**config.mk**
```make
export PLATFORM = sky130hd
export DESIGN_NAME = ext_int_arbiter
export DESIGN_NICKNAME = d
export VERILOG_FILES = /design/src/rtl/ext_int_arbiter.sv
export SDC_FILE = /design/constraint.sdc
export NUM_CORES = 1
export LEC_CHECK = 0
export ABC_CLOCK_PERIOD_IN_PS = 10400
export BUFFER_PORTS_ARGS = -buffer_cell sky130_fd_sc_hd__buf_2
export CAP_MARGIN = 25
export CORE_MARGIN = 8
export CORE_UTILIZATION = 46
export DETAILED_ROUTE_END_ITERATION = 10
export GPL_TIMING_DRIVEN = 0
export MAX_ROUTING_LAYER = met4
export PLACE_DENSITY = 0.77
export SYNTH_ARGS = -nofsm -noshare
export SYNTH_HDL_FRONTEND = slang
export SYNTH_SLANG_ARGS = --single-unit
```
**constraint.sdc**
```tcl
create_clock -name clk -period 10.4 [get_ports clk]
set_clock_uncertainty 0.2 [all_clocks]
set_input_delay 0.52 -clock clk [delete_from_list [all_inputs] [get_ports clk]]
set_output_delay 0.52 -clock clk [all_outputs]
set_load 0.05 [all_outputs]
```
**src/rtl/ext_int_arbiter.sv**
```systemverilog
// External interrupt arbiter: per-source gateways, priority select,
// and a claim/complete handshake driving the machine external interrupt.
module ext_int_arbiter #(
  parameter int NSRC   = 8,
  parameter int PRIO_W = 3
) (
  input  logic              clk,
  input  logic              rst,
  input  logic [NSRC-1:0]   irq_i,
  input  logic              cfg_we_i,
  input  logic              cfg_re_i,
  input  logic [7:0]        cfg_addr_i,
  input  logic [63:0]       cfg_wdata_i,
  output logic [63:0]       cfg_rdata_o,
  input  logic              claim_i,
  output logic              claim_ready_o,
  output logic              claim_valid_o,
  output logic [4:0]        claim_id_o,
  input  logic              complete_i,
  input  logic [4:0]        complete_id_i,
  output logic              ext_int_o
);

  typedef enum logic [1:0] {
    S_IDLE,
    S_RESP,
    S_SETTLE
  } state_t;

  state_t              r_state;
  state_t              w_nstate;
  logic [PRIO_W-1:0]   r_prio [NSRC];
  logic [NSRC-1:0]     r_enable;
  logic [PRIO_W-1:0]   r_thr;
  logic [NSRC-1:0]     r_edge;
  logic [NSRC-1:0]     r_pend;
  logic [NSRC-1:0]     r_insvc;
  logic [NSRC-1:0]     r_irq_q;
  logic [4:0]          r_best_id;
  logic                r_best_valid;
  logic [63:0]         r_rdata;
  logic                r_cvalid;
  logic [4:0]          r_cid;
  logic                r_ready;

  logic [4:0]          w_sel_id;
  logic                w_sel_valid;
  logic [PRIO_W-1:0]   w_sel_p;
  logic                w_accept;
  logic                w_take;
  logic [NSRC-1:0]     w_claim_clr;
  logic [NSRC-1:0]     w_cmp_clr;
  logic [NSRC-1:0]     w_set;
  logic [63:0]         w_rdata;
  logic                w_unused;

  assign w_unused = ^{cfg_wdata_i[63:NSRC], irq_i[0]};

  // Ascending scan with strict '>' keeps the lowest ID on a priority tie
  always_comb begin
    w_sel_id    = '0;
    w_sel_valid = 1'b0;
    w_sel_p     = r_thr;
    for (int i = 1; i < NSRC; i++) begin
      if (r_pend[i] && r_enable[i] && !r_insvc[i]
          && (r_prio[i] > w_sel_p)) begin
        w_sel_p     = r_prio[i];
        w_sel_id    = 5'(i);
        w_sel_valid = 1'b1;
      end
    end
  end

  assign w_accept    = claim_i & r_ready;
  assign w_take      = w_accept & r_best_valid;
  assign w_claim_clr = w_take ? (NSRC'(1) << r_best_id) : '0;

  always_comb begin
    w_cmp_clr = '0;
    w_set     = '0;
    for (int i = 1; i < NSRC; i++) begin
      w_cmp_clr[i] = complete_i && (complete_id_i == 5'(i))
                     && r_insvc[i];
      w_set[i] = r_edge[i] ? (irq_i[i] & ~r_irq_q[i])
                           : (irq_i[i] & ~r_insvc[i] & ~r_pend[i]);
    end
  end

  always_comb begin
    w_rdata = '0;
    case (cfg_addr_i)
      8'h40:   w_rdata = 64'(r_enable);
      8'h41:   w_rdata = 64'(r_thr);
      8'h42:   w_rdata = 64'(r_pend);
      8'h43:   w_rdata = 64'(r_edge);
      8'h44:   w_rdata = 64'(r_insvc);
      default: begin
        for (int i = 1; i < NSRC; i++)
          if (cfg_addr_i == 8'(i)) w_rdata = 64'(r_prio[i]);
      end
    endcase
  end

  always_comb begin
    w_nstate = r_state;
    unique case (r_state)
      S_IDLE:   if (w_accept) w_nstate = S_RESP;
      S_RESP:   w_nstate = S_SETTLE;
      S_SETTLE: w_nstate = S_IDLE;
      default:  w_nstate = S_IDLE;
    endcase
  end

  always_ff @(posedge clk) begin
    if (!rst) begin
      r_state      <= S_IDLE;
      r_enable     <= '0;
      r_thr        <= '0;
      r_edge       <= '0;
      r_pend       <= '0;
      r_insvc      <= '0;
      r_irq_q      <= '0;
      r_best_id    <= '0;
      r_best_valid <= 1'b0;
      r_rdata      <= '0;
      r_cvalid     <= 1'b0;
      r_cid        <= '0;
      r_ready      <= 1'b0;
      for (int i = 0; i < NSRC; i++) r_prio[i] <= '0;
    end else begin
      r_state      <= w_nstate;
      r_ready      <= (w_nstate == S_IDLE);
      r_irq_q      <= irq_i;
      r_best_id    <= w_sel_id;
      r_best_valid <= w_sel_valid;
      r_cvalid     <= w_accept;
      r_cid        <= w_accept ? r_best_id : '0;
      r_pend       <= w_set | (r_pend & ~w_claim_clr);
      r_insvc      <= (r_insvc & ~w_cmp_clr) | w_claim_clr;
      if (cfg_re_i) r_rdata <= w_rdata;
      if (cfg_we_i) begin
        case (cfg_addr_i)
          8'h40:   r_enable <= cfg_wdata_i[NSRC-1:0] & ~NSRC'(1);
          8'h41:   r_thr    <= cfg_wdata_i[PRIO_W-1:0];
          8'h43:   r_edge   <= cfg_wdata_i[NSRC-1:0];
          default: begin
            for (int i = 1; i < NSRC; i++)
              if (cfg_addr_i == 8'(i))
                r_prio[i] <= cfg_wdata_i[PRIO_W-1:0];
          end
        endcase
      end
    end
  end

  assign cfg_rdata_o   = r_rdata;
  assign claim_ready_o = r_ready;
  assign claim_valid_o = r_cvalid;
  assign claim_id_o    = r_cid;
  assign ext_int_o     = r_best_valid;

endmodule

```
==> impl_metrics.yaml <==
die:
  die_x_um: 118
  die_y_um: 118
  start_util_pct: 46.6
  core_area_um2: 10200
  die_area_um2: 13800
  placementRows: 37
  ios: 163
grt:
  grt-ovfl-total: 0
  grt_pass1_wl_um: 21600
  track_usage_pct: 19.7
  antenna_found_initial: 0
  grt_pass1_vias: 4272
  grt_max_degree: 17
setup_path:
  slowest_stage: "edfxtp_1"
  cpPeakStageDelay_ns: 0.44
  critPathKind: "reg2reg"
  critical_path.most_common_cell: "ha_1"
  required_ns: 10.50
  worstPathMaxFanout: 5
  crit_arrival_ns: 10.13
  r2r_setup_slack_ns: 0.37
  r2r_cells: 46
  critPathLaunchType: "flip-flop"
  end_kind: "flip-flop"
  r2r-start: "r_prio[0][5]$_SDFFCE_PN0P_"
  timing.rr.end: "r_best_id[1]$_SDFF_PN0_"
outcome:
  status: "completed"
run:
  max-cap-violations: 0
yosys:
  netlist.area_leader.share_pct: 25.3
  yosysMostFrequentCell: "dfxtp_1"
  synth_edf_count: 21
  ys_types: 67
  ys_top_cells_by_count: "dfxtp_1, nor2_1, buf_4"
  yosysWarningCount: 0
  synth_top_area_cell: "dfxtp_1"
  async_flop_share_pct: 0
  ys_seq_elements: 81
  ys_top_cells_by_area: "dfxtp_1, edfxtp_1, buf_4"
  synthCells: 554
  syn_area_per_cell_um2: 8.56
  synthFlopType: "dfxtp_1"
  ys_seq_area_share_pct: 38.6
  synth_area_um2: 4740
timing:
  tightestPinTransition_ns: 1.09
  hold_viol: 0
  timing.final.max_slew_violations: 0
  finalCritPeriodShare_pct: 96.5
  fmax_mhz: 99.7
  slew_headroom_pct: 27.0
  fin_ws_ns: 0.368
  period_minus_slack_ns: 10.03
  setup_viol: 0
cells_and_area:
  postLayoutCoreUtil_pct: 56.1
  antenna_cells: 0
  nets: 784
  area_delta_synth_final_pct: 20.3
  stdcell_area_um2: 5710
  drive_gt1_share_pct: 24.4
  fillers: 984
  finalNonFillerCells: 821
clock_tree:
  ctsHoldBuffers: 0
  cts.path.max_buffers: 2
  cts.sinks: 81
  h-tree-depth: 3
  numCtsBuffers: 9
  insertion_delay_ns: 0.37
  root_buffer: "clkbuf_8"
  cts_tree: "done"
  clk_pin_slew_ns: 0.10
power_and_ir_drop:
  combPwrFrac_pct: 18.9
  powerDensity_nw_per_um2: 122
  p_sw_share_pct: 33.5
  p_seq_share_pct: 49.4
  clockPowerShare_pct: 31.7
  p_leak_nw: 2.45
  finalPower_mw: 0.696
  power.internal_mw: 0.463
  vdd_drop_max_uv: 78.5
  p_sw_mw: 0.233
place:
  placed_area_um2: 5360
  place_congestion: 0.935
  dp_hpwl_um: 10500
  dpl_worst_slack_ns: -0.751
  port_buffers: 45
  dp.cells: 793
hold_path:
  min_from: "irq_i[4]"
  hold_depth: 2
  hold_path_end: "r_irq_q[4]$_SDFF_PN0_"
  hold_class: "in2reg"
routing:
  wirelength_um: 13900
  drt_iter0_drc: 414
  dr_total_vias: 4393
  drt-wirelength-per-cell_um: 17.0
  ant_nets: 0
  post-route-drc-count: 0
  drt-vias-per-instance: 5.35
  first_pass_iters: 6
metrics by stage:
stage / TNS (ns) / hold slack (ns)
final: 0 / 0.164
after global routing: -0.306 / 0.164
after CTS: 0 / 0.161
after detailed placement: -2.51 / 0.222
after global placement: -1.61 / 0.225
after floorplan: 0 / 0.210
per-layer routing:
| metal | routed length [µm] | part of all wire [%] | up-vias | track usage [%] |
|---|---|---|---|---|
| li1 | - | - | 2119 | - |
| met1 | 5910 | 42 | 2038 | 23.0 |
| met2 | 6530 | 47 | 206 | 31.9 |
| met3 | 1130 | 8.1 | 30 | 4.41 |
| met4 | 363 | 2.6 | 0 | 8.97 |
| met5 | 0 | 0 | - | - |
cell families (layout without fill, tap and decap cells):
| logic type | after synthesis | in the layout | share of synthesized area, % |
|---|---|---|---|
| AND/OR/NAND/NOR | 208 | 208 | 21.6 |
| AO/OA/AOI/OAI | 124 | 124 | 16.9 |
| buffers and inverters | 97 | 171 | 12.3 |
| flip-flops | 81 | 81 | 38.6 |
| multiplexers | 29 | 29 | 6.88 |
| adder cells (fa/ha/maj) | 14 | 14 | 3.64 |
| other | 1 | 58 | 0.0790 |
worst max-delay path, delay by kind of cell, from the launching register on:
kind	cells	cell delay [ns]
flip-flops	1	0.44
AO/OA/AOI/OAI	13	2.30
AND/OR/NAND/NOR	18	2.88
multiplexers	5	1.62
buffers and inverters	2	0.23
adder cells (fa/ha/maj)	8	2.30
cells in the final DEF, fill, tap and decap left out, types with 15 or more instances in the layout:
master,Yosys,layout
clkbuf_1,16,16
mux2i_1,18,18
nor3_1,16,15
a21oi_1,42,41
nand2_1,51,50
nor2_1,59,57
o21ai_0,29,28
buf_2,0,45
edfxtp_1,21,21
dfxtp_1,60,58
conb_1,1,58
inv_1,20,20
nand3_1,22,21
buf_4,58,71
worst max-delay path by stage:
stage	cells past startpoint	slack [ns]	from	to
after floorplan	49	0.59	r_prio[0][5]$_SDFFCE_PN0P_	ext_int_o$_SDFF_PN0_
after global placement	50	-0.50	r_prio[0][5]$_SDFFCE_PN0P_	ext_int_o$_SDFF_PN0_
after detailed placement	49	-0.75	r_prio[0][5]$_SDFFCE_PN0P_	r_best_id[1]$_SDFF_PN0_
after CTS	48	0.05	r_thr[2]$_SDFFE_PN0P_	r_best_id[1]$_SDFF_PN0_
after global routing	47	-0.16	r_thr[2]$_SDFFE_PN0P_	r_best_id[1]$_SDFF_PN0_
final	46	0.37	r_prio[0][5]$_SDFFCE_PN0P_	r_best_id[1]$_SDFF_PN0_
what timing repair did:
item | CTS | global route
setup endpoints to repair | 4 | 4
resized for setup | 4 | 15
setup buffers | 5 | 7
pin swaps | 2 | 5
hold endpoints to repair | 0 | 0
power by group through the flow:
stage	registers [mW]	clock network, mW	logic, mW
2_1_floorplan	0.355	0	0.0958
3_3_place_gp	0.350	0	0.123
3_5_place_dp	0.351	0	0.125
4_1_cts	0.343	0.220	0.128
5_1_grt	0.345	0.234	0.140
6_report	0.344	0.221	0.132
sequential cells by signal (all words and copies together), names as in the netlist, 2 cells and up:
name and count:
r_insvc 8, r_irq_q 7, cfg_rdata_o 8, r_pend 8, r_edge 8, claim_id_o 3
r_enable 7, r_prio 21, r_thr 3, r_state 2, r_best_id 3
cell type report:
class                      count  area, µm²  area share [%]
buffer                        76        503            8.81
clock inverter                 7       61.3            1.07
multi-input combinational    433       2610            45.8
clock buffer                   9        124            2.17
tap                          136        170            2.98
sequential                    81       1840            32.2
inverter                      21       78.8            1.38
timing repair buffer          58        323            5.65
(Power assumes the default switching activity.)
